### src/rtl/piso_serializer.sv
// Parallel-in/serial-out serializer with valid/ready input and gap-free back-to-back frames.
// Optional even-parity bit appended after the data when PISO_PARITY_EN is defined.
module piso_serializer #(
   parameter int WIDTH     = 16,
   parameter int MSB_FIRST = 0,
   parameter int DIV       = 1
) (
   input  logic             clk,
   input  logic             rst_b,
   input  logic             in_valid,
   output logic             in_ready,
   input  logic [WIDTH-1:0] in_data,
   output logic             ser_out,
   output logic             ser_valid,
   output logic             ser_last,
   output logic             busy,
   output logic             done
);

`ifdef PISO_PARITY_EN
   localparam int N = WIDTH + 1;
`else
   localparam int N = WIDTH;
`endif
   localparam int BW = $clog2(WIDTH + 1);
   localparam int DW = (DIV > 1) ? $clog2(DIV) : 1;
   localparam logic [BW-1:0] LAST_BIT = BW'(N - 1);
   localparam logic [BW-1:0] PRE_LAST = BW'(N - 2);
   localparam logic [DW-1:0] DIV_MAX  = DW'(DIV - 1);

   typedef enum logic {
      S_IDLE  = 1'b0,
      S_SHIFT = 1'b1
   } state_t;

   state_t           r_state;
   state_t           w_state_next;
   logic [WIDTH-1:0] r_shift;
   logic [WIDTH-1:0] w_shift_next;
   logic [BW-1:0]    r_bit_cnt;
   logic [BW-1:0]    w_bit_cnt_next;
   logic [DW-1:0]    r_div_cnt;
   logic [DW-1:0]    w_div_cnt_next;
   logic             r_ser_out;
   logic             w_ser_out_next;
   logic             r_ser_valid;
   logic             w_ser_valid_next;
   logic             r_ser_last;
   logic             w_ser_last_next;
   logic             r_done;
   logic             w_done_next;

   logic             w_first_bit;
   logic             w_next_bit;
   logic             w_next_emit;
   logic [WIDTH-1:0] w_load_rem;
   logic [WIDTH-1:0] w_adv_rem;
   logic             w_div_end;
   logic             w_final;
   logic             w_accept;

   // r_shift holds only the bits not yet presented; the current bit lives in r_ser_out.
   generate
      if (MSB_FIRST != 0) begin : g_msb_first
         assign w_first_bit = in_data[WIDTH-1];
         assign w_load_rem  = {in_data[WIDTH-2:0], 1'b0};
         assign w_next_bit  = r_shift[WIDTH-1];
         assign w_adv_rem   = {r_shift[WIDTH-2:0], 1'b0};
      end else begin : g_lsb_first
         assign w_first_bit = in_data[0];
         assign w_load_rem  = {1'b0, in_data[WIDTH-1:1]};
         assign w_next_bit  = r_shift[0];
         assign w_adv_rem   = {1'b0, r_shift[WIDTH-1:1]};
      end
   endgenerate

`ifdef PISO_PARITY_EN
   logic r_parity;
   logic w_parity_next;

   // Parity takes the slot after the last data bit.
   assign w_next_emit = (r_bit_cnt == PRE_LAST) ? r_parity : w_next_bit;
`else
   assign w_next_emit = w_next_bit;
`endif

   assign w_div_end = (r_div_cnt == DIV_MAX);
   assign w_final   = (r_state == S_SHIFT) && (r_bit_cnt == LAST_BIT) && w_div_end;
   assign in_ready  = (r_state == S_IDLE) || w_final;
   assign w_accept  = in_valid && in_ready;

   always_comb begin
      w_state_next     = r_state;
      w_shift_next     = r_shift;
      w_bit_cnt_next   = r_bit_cnt;
      w_div_cnt_next   = r_div_cnt;
      w_ser_out_next   = r_ser_out;
      w_ser_valid_next = r_ser_valid;
      w_ser_last_next  = r_ser_last;
      w_done_next      = 1'b0;
`ifdef PISO_PARITY_EN
      w_parity_next    = r_parity;
`endif

      if (w_accept) begin
         w_state_next     = S_SHIFT;
         w_shift_next     = w_load_rem;
         w_bit_cnt_next   = '0;
         w_div_cnt_next   = '0;
         w_ser_out_next   = w_first_bit;
         w_ser_valid_next = 1'b1;
         w_ser_last_next  = 1'b0;
`ifdef PISO_PARITY_EN
         w_parity_next    = ^in_data;
`endif
      end

      case (r_state)
         S_IDLE: begin
         end
         S_SHIFT: begin
            if (w_div_end) begin
               if (r_bit_cnt == LAST_BIT) begin
                  w_done_next = 1'b1;
                  if (!w_accept) begin
                     w_state_next     = S_IDLE;
                     w_shift_next     = '0;
                     w_bit_cnt_next   = '0;
                     w_div_cnt_next   = '0;
                     w_ser_out_next   = 1'b0;
                     w_ser_valid_next = 1'b0;
                     w_ser_last_next  = 1'b0;
                  end
               end else begin
                  w_bit_cnt_next  = r_bit_cnt + 1'b1;
                  w_div_cnt_next  = '0;
                  w_shift_next    = w_adv_rem;
                  w_ser_out_next  = w_next_emit;
                  w_ser_last_next = (r_bit_cnt == PRE_LAST);
               end
            end else begin
               w_div_cnt_next = r_div_cnt + 1'b1;
            end
         end
         default: begin
            w_state_next = S_IDLE;
         end
      endcase
   end

   always_ff @(posedge clk or negedge rst_b) begin
      if (!rst_b) begin
         r_state     <= S_IDLE;
         r_shift     <= '0;
         r_bit_cnt   <= '0;
         r_div_cnt   <= '0;
         r_ser_out   <= 1'b0;
         r_ser_valid <= 1'b0;
         r_ser_last  <= 1'b0;
         r_done      <= 1'b0;
`ifdef PISO_PARITY_EN
         r_parity    <= 1'b0;
`endif
      end else begin
         r_state     <= w_state_next;
         r_shift     <= w_shift_next;
         r_bit_cnt   <= w_bit_cnt_next;
         r_div_cnt   <= w_div_cnt_next;
         r_ser_out   <= w_ser_out_next;
         r_ser_valid <= w_ser_valid_next;
         r_ser_last  <= w_ser_last_next;
         r_done      <= w_done_next;
`ifdef PISO_PARITY_EN
         r_parity    <= w_parity_next;
`endif
      end
   end

   assign ser_out   = r_ser_out;
   assign ser_valid = r_ser_valid;
   assign ser_last  = r_ser_last;
   assign busy      = r_ser_valid;
   assign done      = r_done;

endmodule

### config.mk
export PLATFORM = sky130hd
export DESIGN_NAME = piso_serializer
export DESIGN_NICKNAME = d
export VERILOG_FILES = /design/src/rtl/piso_serializer.sv
export SDC_FILE = /design/constraint.sdc
export NUM_CORES = 1
export LEC_CHECK = 0
export CAP_MARGIN = 15
export CORE_AREA = 5 5 60 89
export DETAILED_ROUTE_END_ITERATION = 8
export DIE_AREA = 0 0 65 94
export PLACE_DENSITY = 0.59
export SKIP_LAST_GASP = 1
export SLEW_MARGIN = 20
export SYNTH_ARGS = -nofsm -noshare
export SYNTH_HDL_FRONTEND = slang
export SYNTH_SLANG_ARGS = --single-unit
### constraint.sdc
create_clock -name clk -period 2.1 [get_ports clk]
set_input_delay 0.315 -clock clk [delete_from_list [all_inputs] [get_ports clk]]
set_output_delay 0.315 -clock clk [all_outputs]
set_load 0.01 [all_outputs]
* After elaboration in Yosys (flattened, before gate mapping)
Index checks and enable logic that the tools add are counted.
** Word-level totals
- Word-level logic and storage cells :: 56
- Register bits :: 27
- Output and inout port bits :: 6
- Input bits :: 19
** Cells by class
- Mux-type cells :: 38
- Bitwise gates (word level) :: 2
- Reduce and logical (&&, ||, !) cells :: 4
- Eq/ne operators :: 2
- $add $sub $neg :: 2
** Operators by type and width (number)
- $mux 16 :: 5
- $mux 1 :: 28
- $mux 5 :: 5
- $eq 5x4->1 const B :: 2
- $add 5x1->5 const B :: 1
- $logic_and 1x1->1 :: 3
- $not 1->1 :: 2
- $add 1x1->1 const B :: 1
- $logic_or 1x1->1 :: 1

* Depth between registers and ports, before layout
- Depth in word-level cells :: 10
- Depth in mapped cells :: 7

* Worst setup path before layout
OpenSTA, ideal clock, no wires.
- Path kind :: register -> register
- From :: register r_bit_cnt[0]
- To :: register r_shift[2]
- Clock period less this slack :: 1.593 ns
- Data arrival time :: 1.515 ns
- Library setup time :: 0.078 ns
- Required time :: 2.022 ns
- Stages on the path, launching flop included :: 8
- Buffers on the path :: 2
- Setup slack :: 0.507 ns
- Cells stage by stage :: dfrtp_1 ha_1 nand4b_1 o21ai_1 and2_1 buf_4 buf_6 o2bb2ai_1
** Between the ends
- Word-level cells in the longest chain between the ends :: 10
** RTL lines
- start: declaration :: line 40 : logic [BW-1:0] r_bit_cnt;
- start signal: assignment :: line 167 : r_bit_cnt <= w_bit_cnt_next;
- $eq 5x4->1 (*) :: line 88 : assign w_final = (r_state == S_SHIFT) && (r_bit_cnt == LAST_BIT) && w_div_end;
- $logic_and 1x1->1 (*) (2 in a row) :: line 88
- $logic_or 1x1->1 (*) :: line 89 : assign in_ready = (r_state == S_IDLE) || w_final;
- via in_ready :: line 11 : output logic in_ready,
- $logic_and 1x1->1 (*) :: line 90 : assign w_accept = in_valid && in_ready;
- $mux 16 :: line 105 : if (w_accept) begin
- $mux 16 :: line 125 : if (!w_accept) begin
- $mux 16 :: line 123 : if (r_bit_cnt == LAST_BIT) begin
- $mux 16 :: line 122 : if (w_div_end) begin
- $mux 16 (*) :: line 118 : case (r_state)
- via w_shift_next[2] :: line 39 : logic [WIDTH-1:0] w_shift_next;
- end signal: assignment :: line 166 : r_shift <= w_shift_next;
- end: declaration :: line 38 : logic [WIDTH-1:0] r_shift;
Mark *: on every way through the listed nets, which the timed path passes. The rest lies on a longest branch.

* Worst setup path after layout
- From :: register r_bit_cnt[0]
- To :: output in_ready
** Between the ends
- Word-level cells in the longest chain between the ends :: 4
** RTL lines (line)
- $eq 5x4->1 :: 88
- $logic_and 1x1->1 (2 in a row) :: 88
- $logic_or 1x1->1 :: 89
- end: declaration :: 11
No other way between the ends.

==> qor.yml <==
num_antenna_cells: 0
drv_cap: 0
avgSynthCellArea_um2: 9.721
clock_latency_ns: 0.27
synth-edff-count: 0
r2r_cells: 6
min_path_type: "in -> async"
nFillCells: 448
layout.cells.non_filler: 225
hold_viol: 0
synth-seq-area-share_pct: 44.55
cts_sinks: 27
area_delta_synth_final_pct: 19.88
ant_nets: 0
grt_pass1_vias: 1249
fin_ws_ns: 0.1902
port_buffers: 24
max_slew_margin_pct: 72.19
core_area_um2: 4467
ys_ff_latch: 27
layout-drive-gt1-share_pct: 10.73
htree_levels: 1
drt-vias-per-instance: 5.307
p_per_area_nw_per_um2: 1152
yosys_warnings: 0
timing_worst_setup_path_type: "reg -> out"
synth.area.top_cells: "dfrtp_1 45%, a211o_1 9.8%, o2bb2ai_2 7.9%"
async_flop_share_pct: 100.0
endpoint: "in_ready"
skew_ns: 0.003405
drc: 0
cts_buffer_depth: 2
drt_wl_total_mm: 3.411
r2r_end: "r_shift[6]$_DFF_PN0_"
synth_top_area_share_pct: 44.55
gp_congestion: 0.7294
arrival_ns: 1.59
rows: 30
drv_slew: 0
drt_iter0_drc: 17
cts-hold-fix-buffers: 0
r2r_slack_ns: 0.41
die_area_um2: 6110
die-width_um: 65
dpl.cell_count: 221
cp_max_fo: 5
rsz0062_at_grt: "false"
grt_overflow_total: 0
synth_area_leader_cell: "dfrtp_1"
clock.fmax_ghz: 0.5236
path_clk_slew_ns: 0.09
dpl_cell_area_um2: 1774
p_leak_nw: 0.9274
worst_pin_slew_ns: 0.4171
tns_ns: 0
cts_tree: "done"
final_nets: 199
synth_top_flop_cell: "dfrtp_1"
antenna_found_initial: 0
num_io_pins: 25
dr.pass1.iters: 4
start_util_pct: 33.95
cts_made_buffers: 3
postSynthCellCount: 156
grt_usage_pct: 11.96
startpoint_type: "flop"
status: "completed"
reg2reg_from: "r_bit_cnt[0]$_DFF_PN0_"
dp_slack_ns: 0.2272
vias: 1194
synth_common_cells: "27 x dfrtp_1, 18 x inv_1, 18 x nor2_1"
synth.cell_area_um2: 1516
syn-num-nets: 177
critPathCaptureType: "output pin"
ctsResizeCount: 1
setup_viol: 0
fin_area_um2: 1818
cp.required_ns: 1.78
yosysMostFrequentCell: "dfrtp_1"
post-route-min-period_ns: 1.910
grt_pass1_wl_mm: 5.727
hpwl_mm: 2.265
wire_per_inst_um: 15.16
clockRootBuffer: "clkbuf_8"
fin_crit_sh_pct: 90.95
synthDistinctLibCells: 31
grt_max_degree: 28
peakVddDrop_uv: 387.7
setup.worst_path.start: "r_bit_cnt[0]$_DFF_PN0_"
die_h_um: 94
cts_setup_buffers: 0
how the worst min path moves through the flow:
| stage | depth (start not counted) | start | end |
|---|---|---|---|
| after floorplan | 0 | rst_b | busy$_DFF_PN0_ |
| after global placement | 2 | ser_last$_DFF_PN0_ | ser_last$_DFF_PN0_ |
| after detailed placement | 1 | r_shift[15]$_DFF_PN0_ | r_shift[15]$_DFF_PN0_ |
| after CTS | 2 | rst_b | busy$_DFF_PN0_ |
| after global routing | 2 | rst_b | busy$_DFF_PN0_ |
| final | 2 | rst_b | r_shift[10]$_DFF_PN0_ |
where the power goes:
part           switching (mW)  internal (mW)  total, mW  leakage (nW)
clock network           0.162          0.136      0.298        0.0228
registers               0.172          0.731      0.904         0.334
logic                   0.446          0.446      0.892         0.570
total                   0.780           1.31       2.09         0.927
cells by family after synthesis:
logic type                 Yosys count  synth area share, %
AOI/OAI and AO/OA                   58                31.27
buffers and inverters               31                9.982
xor gates and xnor gates             1               0.5777
and+or+nand+nor                     37                11.96
DFF                                 27                44.55
adders and majority gates            2                1.650
layer usage:
metal | share of wire, % | wire length [µm] | track usage [%]
met5 | 0 | 0 | 0
met4 | 1.2 | 40 | 4.938
met3 | 2.3 | 80 | 1.437
met2 | 52 | 1766 | 21.01
met1 | 45 | 1523 | 14.53
metrics by stage:
stage / hold WS (ns) / utilization, % / power [mW]
4_1_cts: 0.4196 / 40.70 / 2.115
5_1_grt: 0.4472 / 40.70 / 2.275
3_3_place_gp: 0.4751 / 39.72 / 1.760
3_5_place_dp: 0.4788 / 39.72 / 1.816
6_report: 0.4161 / 40.70 / 2.093
2_1_floorplan: 0.01941 / - / 1.563
registers in the layout, summed over array words and instances (netlist names):
name       flops
ser_last       1
r_state        1
ser_out        1
busy           1
r_div_cnt      1
done           1
r_bit_cnt      5
r_shift       16
layout by cell type (no fill, tap or decap), types with 2 or more instances in the layout:
cell type,count
nor2b_1,2
a21oi_1,17
inv_1,18
and2_1,3
o2bb2ai_2,8
clkdlybuf4s50_1,23
nor2_1,18
ha_1,2
a211o_1,17
clkbuf_8,3
dfrtp_1,27
o21ai_0,4
buf_4,5
nand2_1,7
o2bb2ai_1,8
worst max-delay path, cell delays in order, from the launching register on:
cell	delay, ns
dfrtp_1	0.42
ha_1	0.25
nand4b_1	0.14
o21ai_1	0.22
dlygate4sd2_1	0.30
final cells by class:
class                           count  area (µm²)  area share, %
Sequential cell                    27       675.6          37.16
Inverter                           19       71.32          3.923
Clock buffer                        4       45.04          2.478
Multi-Input combinational cell     98       689.4          37.92
Tap cell                           48       60.06          3.304
Timing Repair Buffer               29       276.5          15.21
Power figures use the tool's default switching activity.
